==> src/rtl/core_pkg.sv <==
// Shared core types: memory-port ownership encoding and default bus widths.
package core_pkg;

  localparam int ADDR_WIDTH_DEFAULT = 32;
  localparam int DATA_WIDTH_DEFAULT = 32;

  typedef enum logic [1:0] {
    OWNER_NONE = 2'd0,
    OWNER_IF   = 2'd1,
    OWNER_DATA = 2'd2
  } mem_owner_t;

endpackage : core_pkg

==> src/rtl/mem_arbiter.sv <==
// Single-port memory arbiter between instruction fetch and data access.
// Data wins contention, but a streak counter forces a fetch grant after
// MAX_DATA_STREAK consecutive data grants while fetch is waiting. The read
// response comes back one cycle after the grant and is routed by a
// registered owner tag.
module mem_arbiter
  import core_pkg::*;
#(
  parameter int ADDR_WIDTH      = ADDR_WIDTH_DEFAULT,
  parameter int DATA_WIDTH      = DATA_WIDTH_DEFAULT,
  parameter int MAX_DATA_STREAK = 4
) (
  input  logic                  clk,
  input  logic                  rst,
  input  logic                  if_req_valid,
  output logic                  if_req_ready,
  input  logic [ADDR_WIDTH-1:0] if_addr,
  input  logic                  if_flush,
  output logic                  if_resp_valid,
  output logic [DATA_WIDTH-1:0] if_resp_data,
  input  logic                  d_req_valid,
  output logic                  d_req_ready,
  input  logic                  d_write,
  input  logic [ADDR_WIDTH-1:0] d_addr,
  input  logic [DATA_WIDTH-1:0] d_wdata,
  output logic                  d_resp_valid,
  output logic [DATA_WIDTH-1:0] d_resp_data,
  output logic [ADDR_WIDTH-1:0] mem_addr,
  output logic                  mem_write_enable,
  output logic [DATA_WIDTH-1:0] mem_write_data,
  input  logic [DATA_WIDTH-1:0] mem_read_data
);

  localparam int SW = $clog2(MAX_DATA_STREAK + 1);
  localparam logic [SW-1:0] STREAK_MAX = SW'(MAX_DATA_STREAK);

  logic          grant_if;
  logic          grant_d;
  logic          streak_full;

  logic [SW-1:0] streak_q, streak_d;
  mem_owner_t    owner_q, owner_d;
  logic          flushed_q, flushed_d;  // fetch grant was flushed while being made
  logic          store_q, store_d;      // data grant was a store

  // Grant decision: data first unless fetch has starved for a full streak.
  always_comb begin
    streak_full = (streak_q == STREAK_MAX);
    grant_d     = 1'b0;
    grant_if    = 1'b0;
    if (!rst) begin
      grant_d  = d_req_valid && !(if_req_valid && streak_full);
      grant_if = if_req_valid && !grant_d;
    end
  end

  // Handshake and memory port, all driven straight from this cycle's grant.
  always_comb begin
    if_req_ready     = grant_if;
    d_req_ready      = grant_d;
    mem_write_enable = grant_d && d_write;
    mem_write_data   = d_wdata;
    mem_addr         = '0;
    if (grant_d) begin
      mem_addr = d_addr;
    end else if (grant_if) begin
      mem_addr = if_addr;
    end
  end

  // Next-state for streak counter and owner tag.
  always_comb begin
    streak_d  = streak_q;
    owner_d   = OWNER_NONE;
    flushed_d = 1'b0;
    store_d   = 1'b0;

    if (!if_req_valid || grant_if) begin
      streak_d = '0;
    end else if (grant_d && !streak_full) begin
      streak_d = streak_q + SW'(1);
    end

    if (grant_d) begin
      owner_d = OWNER_DATA;
      store_d = d_write;
    end else if (grant_if) begin
      owner_d   = OWNER_IF;
      flushed_d = if_flush;
    end
  end

  // State registers; reset discards any response that was in flight.
  always_ff @(posedge clk or posedge rst) begin
    if (rst) begin
      streak_q  <= '0;
      owner_q   <= OWNER_NONE;
      flushed_q <= 1'b0;
      store_q   <= 1'b0;
    end else begin
      streak_q  <= streak_d;
      owner_q   <= owner_d;
      flushed_q <= flushed_d;
      store_q   <= store_d;
    end
  end

  // Response routing: read data passes through from memory under the owner tag.
  // A flush in the response cycle also squashes a pending fetch response.
  always_comb begin
    if_resp_valid = (owner_q == OWNER_IF) && !flushed_q && !if_flush;
    if_resp_data  = if_resp_valid ? mem_read_data : '0;
    d_resp_valid  = (owner_q == OWNER_DATA);
    d_resp_data   = (d_resp_valid && !store_q) ? mem_read_data : '0;
  end

endmodule : mem_arbiter

==> config.mk <==
export PLATFORM = sky130hd
export DESIGN_NAME = mem_arbiter
export DESIGN_NICKNAME = d
export VERILOG_FILES = /design/src/rtl/core_pkg.sv /design/src/rtl/mem_arbiter.sv
export SDC_FILE = /design/constraint.sdc
export NUM_CORES = 1
export LEC_CHECK = 0
export CAP_MARGIN = 20
export CELL_PAD_IN_SITES_DETAIL_PLACEMENT = 1
export CELL_PAD_IN_SITES_GLOBAL_PLACEMENT = 1
export CORE_AREA = 2 2 83 164
export DETAILED_ROUTE_END_ITERATION = 8
export DIE_AREA = 0 0 85 166
export PLACE_DENSITY = 0.88
export SYNTH_ARGS = -nofsm -noshare
export SYNTH_HDL_FRONTEND = slang
export SYNTH_SLANG_ARGS = --single-unit
export TNS_END_PERCENT = 1
==> constraint.sdc <==
create_clock -name clk -period 2 [get_ports clk]
set_clock_uncertainty 0.2 [all_clocks]
set_input_delay 0.3 -clock clk [delete_from_list [all_inputs] [get_ports clk]]
set_output_delay 0.3 -clock clk [all_outputs]
set_load 0.01 [all_outputs]
==> results.sh, run 1 <==
export IMPL_fin_ws_ns=-0.3141
export IMPL_crit_fanout=5
export IMPL_crit_arrival_ns=1.81
export IMPL_rsz0062_at_grt="yes"
export IMPL_wirelength_um=9541
export IMPL_cts_buffer_depth=2
export IMPL_grt_pass1_vias=2441
export IMPL_io_pins=267
export IMPL_grt_overflow_total=0
export IMPL_critPathMaxStageDelay_ns=0.50
export IMPL_worstSetupEndpointType="output port"
export IMPL_syn_nets=308
export IMPL_topRoutingLayerUsed="met4"
export IMPL_slew_headroom=0.7904
export IMPL_path_class="input pin to output port"
export IMPL_crit_chain="clkdlybuf4s50_1 -> buf_6 -> a31oi_4 -> buf_12 -> bufbuf_16 -> a22o_1 -> buf_2"
export IMPL_peakVddDrop_mv=0.3148
export IMPL_htree_levels=1
export IMPL_maxCapViolCount=0
export IMPL_num_vias=2138
export IMPL_powerDensity_nw_per_um2=311.6
export IMPL_critPathLaunchType="input pin"
export IMPL_clkTransAtPathRegs_ns=0.04
export IMPL_cts_num_sinks=7
export IMPL_layout_min_cycle_time_ns=2.314
export IMPL_p_sw_mw=0.3023
export IMPL_cts_buffers_inserted=3
export IMPL_final_setup_tns_ns=-8.603
export IMPL_hold_viol=0
export IMPL_layout_common_cells="clkdlybuf4s50_1, buf_2, and2_1, a22o_1, buf_6"
export IMPL_place_gp_congestion=0.8424
export IMPL_post_drt_wl_per_cell_um=18.45
export IMPL_yosysSeqAreaShare=0.1265
export IMPL_grt_first_pass_wirelength_um=13560
export IMPL_pwr_share_seq=0.137
export IMPL_leakagePower_nw=1.727
export IMPL_final_common_cell="clkdlybuf4s50_1"
export IMPL_start_util=0.1072
export IMPL_rows=59
export IMPL_swShare=0.2746
export IMPL_fp_dieH_um=166
export IMPL_drc_errors=0
export IMPL_track_usage=0.1267
export IMPL_placed_cells=497
export IMPL_final_cells=517
export IMPL_hp_class="input pin to async pin"
export IMPL_final_antenna_net_count=0
export IMPL_drt_vias_per_instance=4.135
export IMPL_period_share=1.157
export IMPL_area_growth_pct=155.1
export IMPL_ys_seq_elements=7
export IMPL_root_buffer="clkbuf_16"
export IMPL_hpwl_um=7607
export IMPL_slew_violations=0
export IMPL_wl_met3_um=1613
export IMPL_final_core_util=0.2735
export IMPL_wl_met1_um=2188
export IMPL_core_region_area_sq_um=12920
export IMPL_cp_required_ns=1.50
export IMPL_violations="negative setup slack"
export IMPL_tritoncts="yes"
export IMPL_grt_max_degree=18
export IMPL_intPower_mw=0.7986
export IMPL_die_width_um=85
export IMPL_drt_initial_drc_count=27
export IMPL_route_met2_wl_um=5057
export IMPL_syn_avg_cell_area_sq_um=8.053
export IMPL_fmax_mhz=432.1
export IMPL_p_clk_frac=0.317
export IMPL_port_buffers=202
export IMPL_yosys_warnings=0
export IMPL_clock_latency_ns=0.24
export IMPL_setup_violations=82
export IMPL_slowest_stage="clkdlybuf4s50_1"
export IMPL_nets=502
export IMPL_hold_worst_slack_ns=0.04198
export IMPL_antenna_cells=0
export IMPL_post_place_ws_ns=-0.6575
export IMPL_syn_inst=172
export IMPL_fp_dieArea_sq_um=14110
export IMPL_outcome="finished, violations left"
export IMPL_antenna_found_initial=0
export IMPL_drive_gt1_frac=0.4575
export IMPL_p_comb_frac=0.546
export IMPL_firstDrtPassIters=2
export IMPL_worstMarginPinSlew_ns=0.3141
export IMPL_ys_types=24
export IMPL_syn_area_sq_um=1385
[final cells by class]
class | instances | area (sq um)
Fill cell | 1530 | 9385
Clock buffer | 4 | 78.83
Multi-Input combinational cell | 118 | 975.9
Sequential cell | 7 | 175.2
Timing Repair Buffer | 233 | 2102
Inverter | 3 | 11.26
Tap cell | 152 | 190.2
[synthesized netlist by cell type, drive strengths merged]
cell type  number  area (sq um)
a211o           1         10.01
nand3           1         5.000
o21ai           1         5.000
and2           66         412.9
ha              2         25.02
nand2           2         7.510
a21boi          4         33.78
dfrtp           7         175.2
or3b            1         8.760
inv             3         11.26
a31oi           1         21.27
nor3b           3         33.78
buf            39         294.0
nor2b           1         6.260
clkbuf          5         18.77
a22o           32         280.3
nor4b           1         15.01
nand2b          1         13.76
and2b           1         7.510
[cells by family (layout without fill, tap and decap cells)]
group                      Yosys count  after routing  share of synthesized area
DFF                                  7              7                     0.1265
and+or+nand+nor                     77             77                     0.3686
AOI/OAI and AO/OA                   39             39                     0.2529
adders and majority gates            2              2                    0.01806
buffers and inverters               47            240                     0.2340
[final timing paths]
check / start / slack (ns) / end / cells past startpoint
hold reg to reg: streak_q[1] / 0.48 / streak_q[1] / 3
min in group clk: if_flush / 0.31 / flushed_q / 2
hold / removal: rst / 0.04 / streak_q[1] / 2
setup / recovery: if_req_valid / -0.31 / mem_addr[18] / 7
max in group asynchronous: rst / 1.32 / flushed_q / 2
setup reg to reg: streak_q[0] / 0.41 / flushed_q / 7
[routing by layer]
layer,global-route usage,vias up
met3,0.06262,42
met5,0,-
met4,0.08351,0
li1,-,936
met2,0.2524,234
met1,0.08321,926
[metrics by stage]
step	instance area [sq um]	power, mW
5_1_grt	3533	1.137
3_3_place_gp	3456	0.7158
6_report	3533	1.101
4_1_cts	3377	1.076
3_5_place_dp	3456	0.7262
2_1_floorplan	1385	0.3739
[state kept, by name (all words and copies together) (netlist names)]
register	flops
streak_q	3
owner_q	2
flushed_q	1
store_q	1
[power groups by stage]
| stage | Clock [mW] | Combinational, mW | Sequential, mW |
|---|---|---|---|
| detailed placement | 0 | 0.574 | 0.152 |
| floorplan | 0 | 0.223 | 0.151 |
| global route | 0.352 | 0.634 | 0.152 |
| finish | 0.349 | 0.601 | 0.151 |
| global placement | 0 | 0.564 | 0.152 |
| CTS | 0.349 | 0.576 | 0.151 |
[critical path: cells and delay by family]
family                 cells  cell delay (ns)
AO/OA/AOI/OAI              2             0.31
buffers and inverters      5             1.19
[repair_timing]
action,4_1_cts,5_1_grt
buffers inserted,11,0
endpoints found under the hold margin,0,0
setup endpoints to repair,101,99
hold buffers,0,0
gates resized for setup,427,42
gates cloned,5,0
pin swaps,40,17
Power figures use the tool's default switching activity.
==> inputs of run 2 (changes only) <==
--- a/config.mk
+++ b/config.mk
@@ -11,7 +11,7 @@
 export CORE_AREA = 2 2 83 164
 export DETAILED_ROUTE_END_ITERATION = 8
 export DIE_AREA = 0 0 85 166
-export PLACE_DENSITY = 0.88
+export PLACE_DENSITY = 0.8
 export SYNTH_ARGS = -nofsm -noshare
 export SYNTH_HDL_FRONTEND = slang
 export SYNTH_SLANG_ARGS = --single-unit
==> results.sh, run 2 (synthesized netlist as in run 1, its figures left out) <==
export IMPL_path_buf_inv=6
export IMPL_worstMarginPinSlew_ns=0.3041
export IMPL_nets=509
export IMPL_hpwl_um=6986
export IMPL_num_vias=2121
export IMPL_largestRegisters="streak_q (3), owner_q (2)"
export IMPL_area_growth_pct=155.1
export IMPL_fp_dieArea_sq_um=14110
export IMPL_cp_required_ns=1.50
export IMPL_clock_latency_ns=0.23
export IMPL_final_antenna_net_count=0
export IMPL_drc_errors=0
export IMPL_path_delay_family="buffers and inverters"
export IMPL_powerDensity_nw_per_um2=306.8
export IMPL_critPathLaunchType="flip-flop"
export IMPL_design_area_sq_um=3533
export IMPL_seqCellArea_sq_um=175.2
export IMPL_rows=59
export IMPL_drt_vias_per_instance=4.048
export IMPL_peakVddDrop_mv=0.3454
export IMPL_crit_chain="inv_2 -> ha_4 -> buf_6 -> a31oi_4 -> buf_6 -> buf_8 -> buf_16 -> a22o_1 -> buf_2"
export IMPL_post_drt_wl_per_cell_um=17.92
export IMPL_hold_viol=0
export IMPL_place_area_sq_um=3481
export IMPL_multiInputGateArea_sq_um=952.2
export IMPL_slew_violations=0
export IMPL_hp_class="input pin to async pin"
export IMPL_path_class="flip-flop to output port"
export IMPL_cts_num_sinks=7
export IMPL_post_place_ws_ns=-0.6094
export IMPL_layout_min_cycle_time_ns=2.311
export IMPL_port_buffers=202
export IMPL_final_common_cell="clkdlybuf4s50_1"
export IMPL_violations="negative setup slack"
export IMPL_r2r_start="streak_q[1]"
export IMPL_regMostFlops="streak_q"
export IMPL_worstSetupEndpointType="output port"
export IMPL_maxCapViolCount=0
export IMPL_die_width_um=85
export IMPL_fin_ws_ns=-0.3107
export IMPL_antenna_cells=0
export IMPL_grt_max_degree=33
export IMPL_antenna_found_initial=0
export IMPL_layout_common_cells="clkdlybuf4s50_1, buf_2, and2_1, a22o_1, buf_6"
export IMPL_reg2reg_depth=8
export IMPL_fin_total_pwr_mw=1.084
export IMPL_period_share=1.155
export IMPL_tritoncts="yes"
export IMPL_crit_arrival_ns=1.81
export IMPL_wirelength_um=9390
export IMPL_io_pins=267
export IMPL_setup_violations=54
export IMPL_r2r_setup_slack_ns=0.29
export IMPL_fillers=1550
export IMPL_htree_levels=1
export IMPL_drt_initial_drc_count=20
export IMPL_cts_buffers_inserted=3
export IMPL_core_region_area_sq_um=12920
export IMPL_slowest_stage="dfrtp_1"
export IMPL_grt_overflow_total=0
export IMPL_fp_dieH_um=166
export IMPL_start_util=0.1072
export IMPL_crit_fanout=4
export IMPL_fmax_mhz=432.8
export IMPL_outcome="finished, violations left"
export IMPL_r2r_end="store_q"
export IMPL_root_buffer="clkbuf_16"
export IMPL_rsz0062_at_grt="yes"
export IMPL_drive_gt1_frac=0.4435
export IMPL_place_gp_congestion=0.7637
export IMPL_critPathMaxStageDelay_ns=0.38
export IMPL_leakagePower_nw=1.743
export IMPL_track_usage=0.1262
export IMPL_final_core_util=0.2735
export IMPL_slew_headroom=0.7968
export IMPL_grt_pass1_vias=2459
export IMPL_clkTransAtPathRegs_ns=0.04
export IMPL_cts_buffer_depth=2
export IMPL_grt_first_pass_wirelength_um=13490
export IMPL_largest_reg_flops=3
export IMPL_firstDrtPassIters=3
export IMPL_hold_worst_slack_ns=0.2209
export IMPL_crit_top_cell="buf_6"
[run 2: cell count changes in the layout (fill, tap and decap cells not counted), moves of 2 or more]
cell	delta
clkdlybuf4s15_2	+2
and2_1	+9
buf_2	+10
and2_4	-9
buf_6	-9
buf_8	+2
[run 2: stage by stage]
stage	TNS [ns]	std cells
finish	-9.700	524
floorplan	0	172
detailed placement	-39.66	499
global route	-13.92	524
CTS	-14.00	528
global placement	-38.74	499
[run 2: worst reg2reg max path, delay by kind of cell, from the launching register on]
kind,cells,cell delay [ns]
fa+ha+maj,1,0.17
buf+inv,5,0.56
simple gates,1,0.15
flops,1,0.37
compound gates,1,0.22
[run 2: timing repair]
item | 4_1_cts | 5_1_grt
hold buffers | 0 | 0
pin swaps | 30 | 11
endpoints found under the setup margin | 101 | 77
cloned | 8 | 1
resized for setup | 429 | 25
setup buffers | 17 | 1
[run 2: worst max-delay path by stage]
stage	startpoint	endpoint	slack [ns]	cells past startpoint
floorplan	streak_q[0]	mem_addr[13]	0.04	6
global placement	d_req_valid	mem_addr[7]	-0.56	7
detailed placement	d_req_valid	mem_addr[9]	-0.61	7
CTS	streak_q[1]	mem_addr[16]	-0.42	10
global route	streak_q[1]	mem_addr[24]	-0.38	9
finish	streak_q[0]	mem_addr[24]	-0.31	9
[run 2: per-layer routing]
metal,track usage,vias up,wire (um)
li1,-,952,-
met1,0.08652,921,2264
met2,0.2707,208,5440
met3,0.03678,40,1154
met4,0.07108,0,530
met5,0,-,0
[run 2: layout make-up]
| type | count | area share |
|---|---|---|
| clock buffers | 3 | 0.02125 |
| clock inverters | 1 | 0.001416 |
| inverters | 3 | 0.003187 |
| multi-input cells | 118 | 0.2695 |
| flip-flops and latches | 7 | 0.04958 |
| well taps | 152 | 0.05382 |
| repair buffers | 240 | 0.6013 |
[run 2: power by group]
group	total, mW	internal, mW	switching (mW)	leakage (nW)
clock	0.338	0.262	0.0757	0.0409
combinational	0.595	0.377	0.218	1.61
sequential	0.151	0.147	0.00368	0.0948
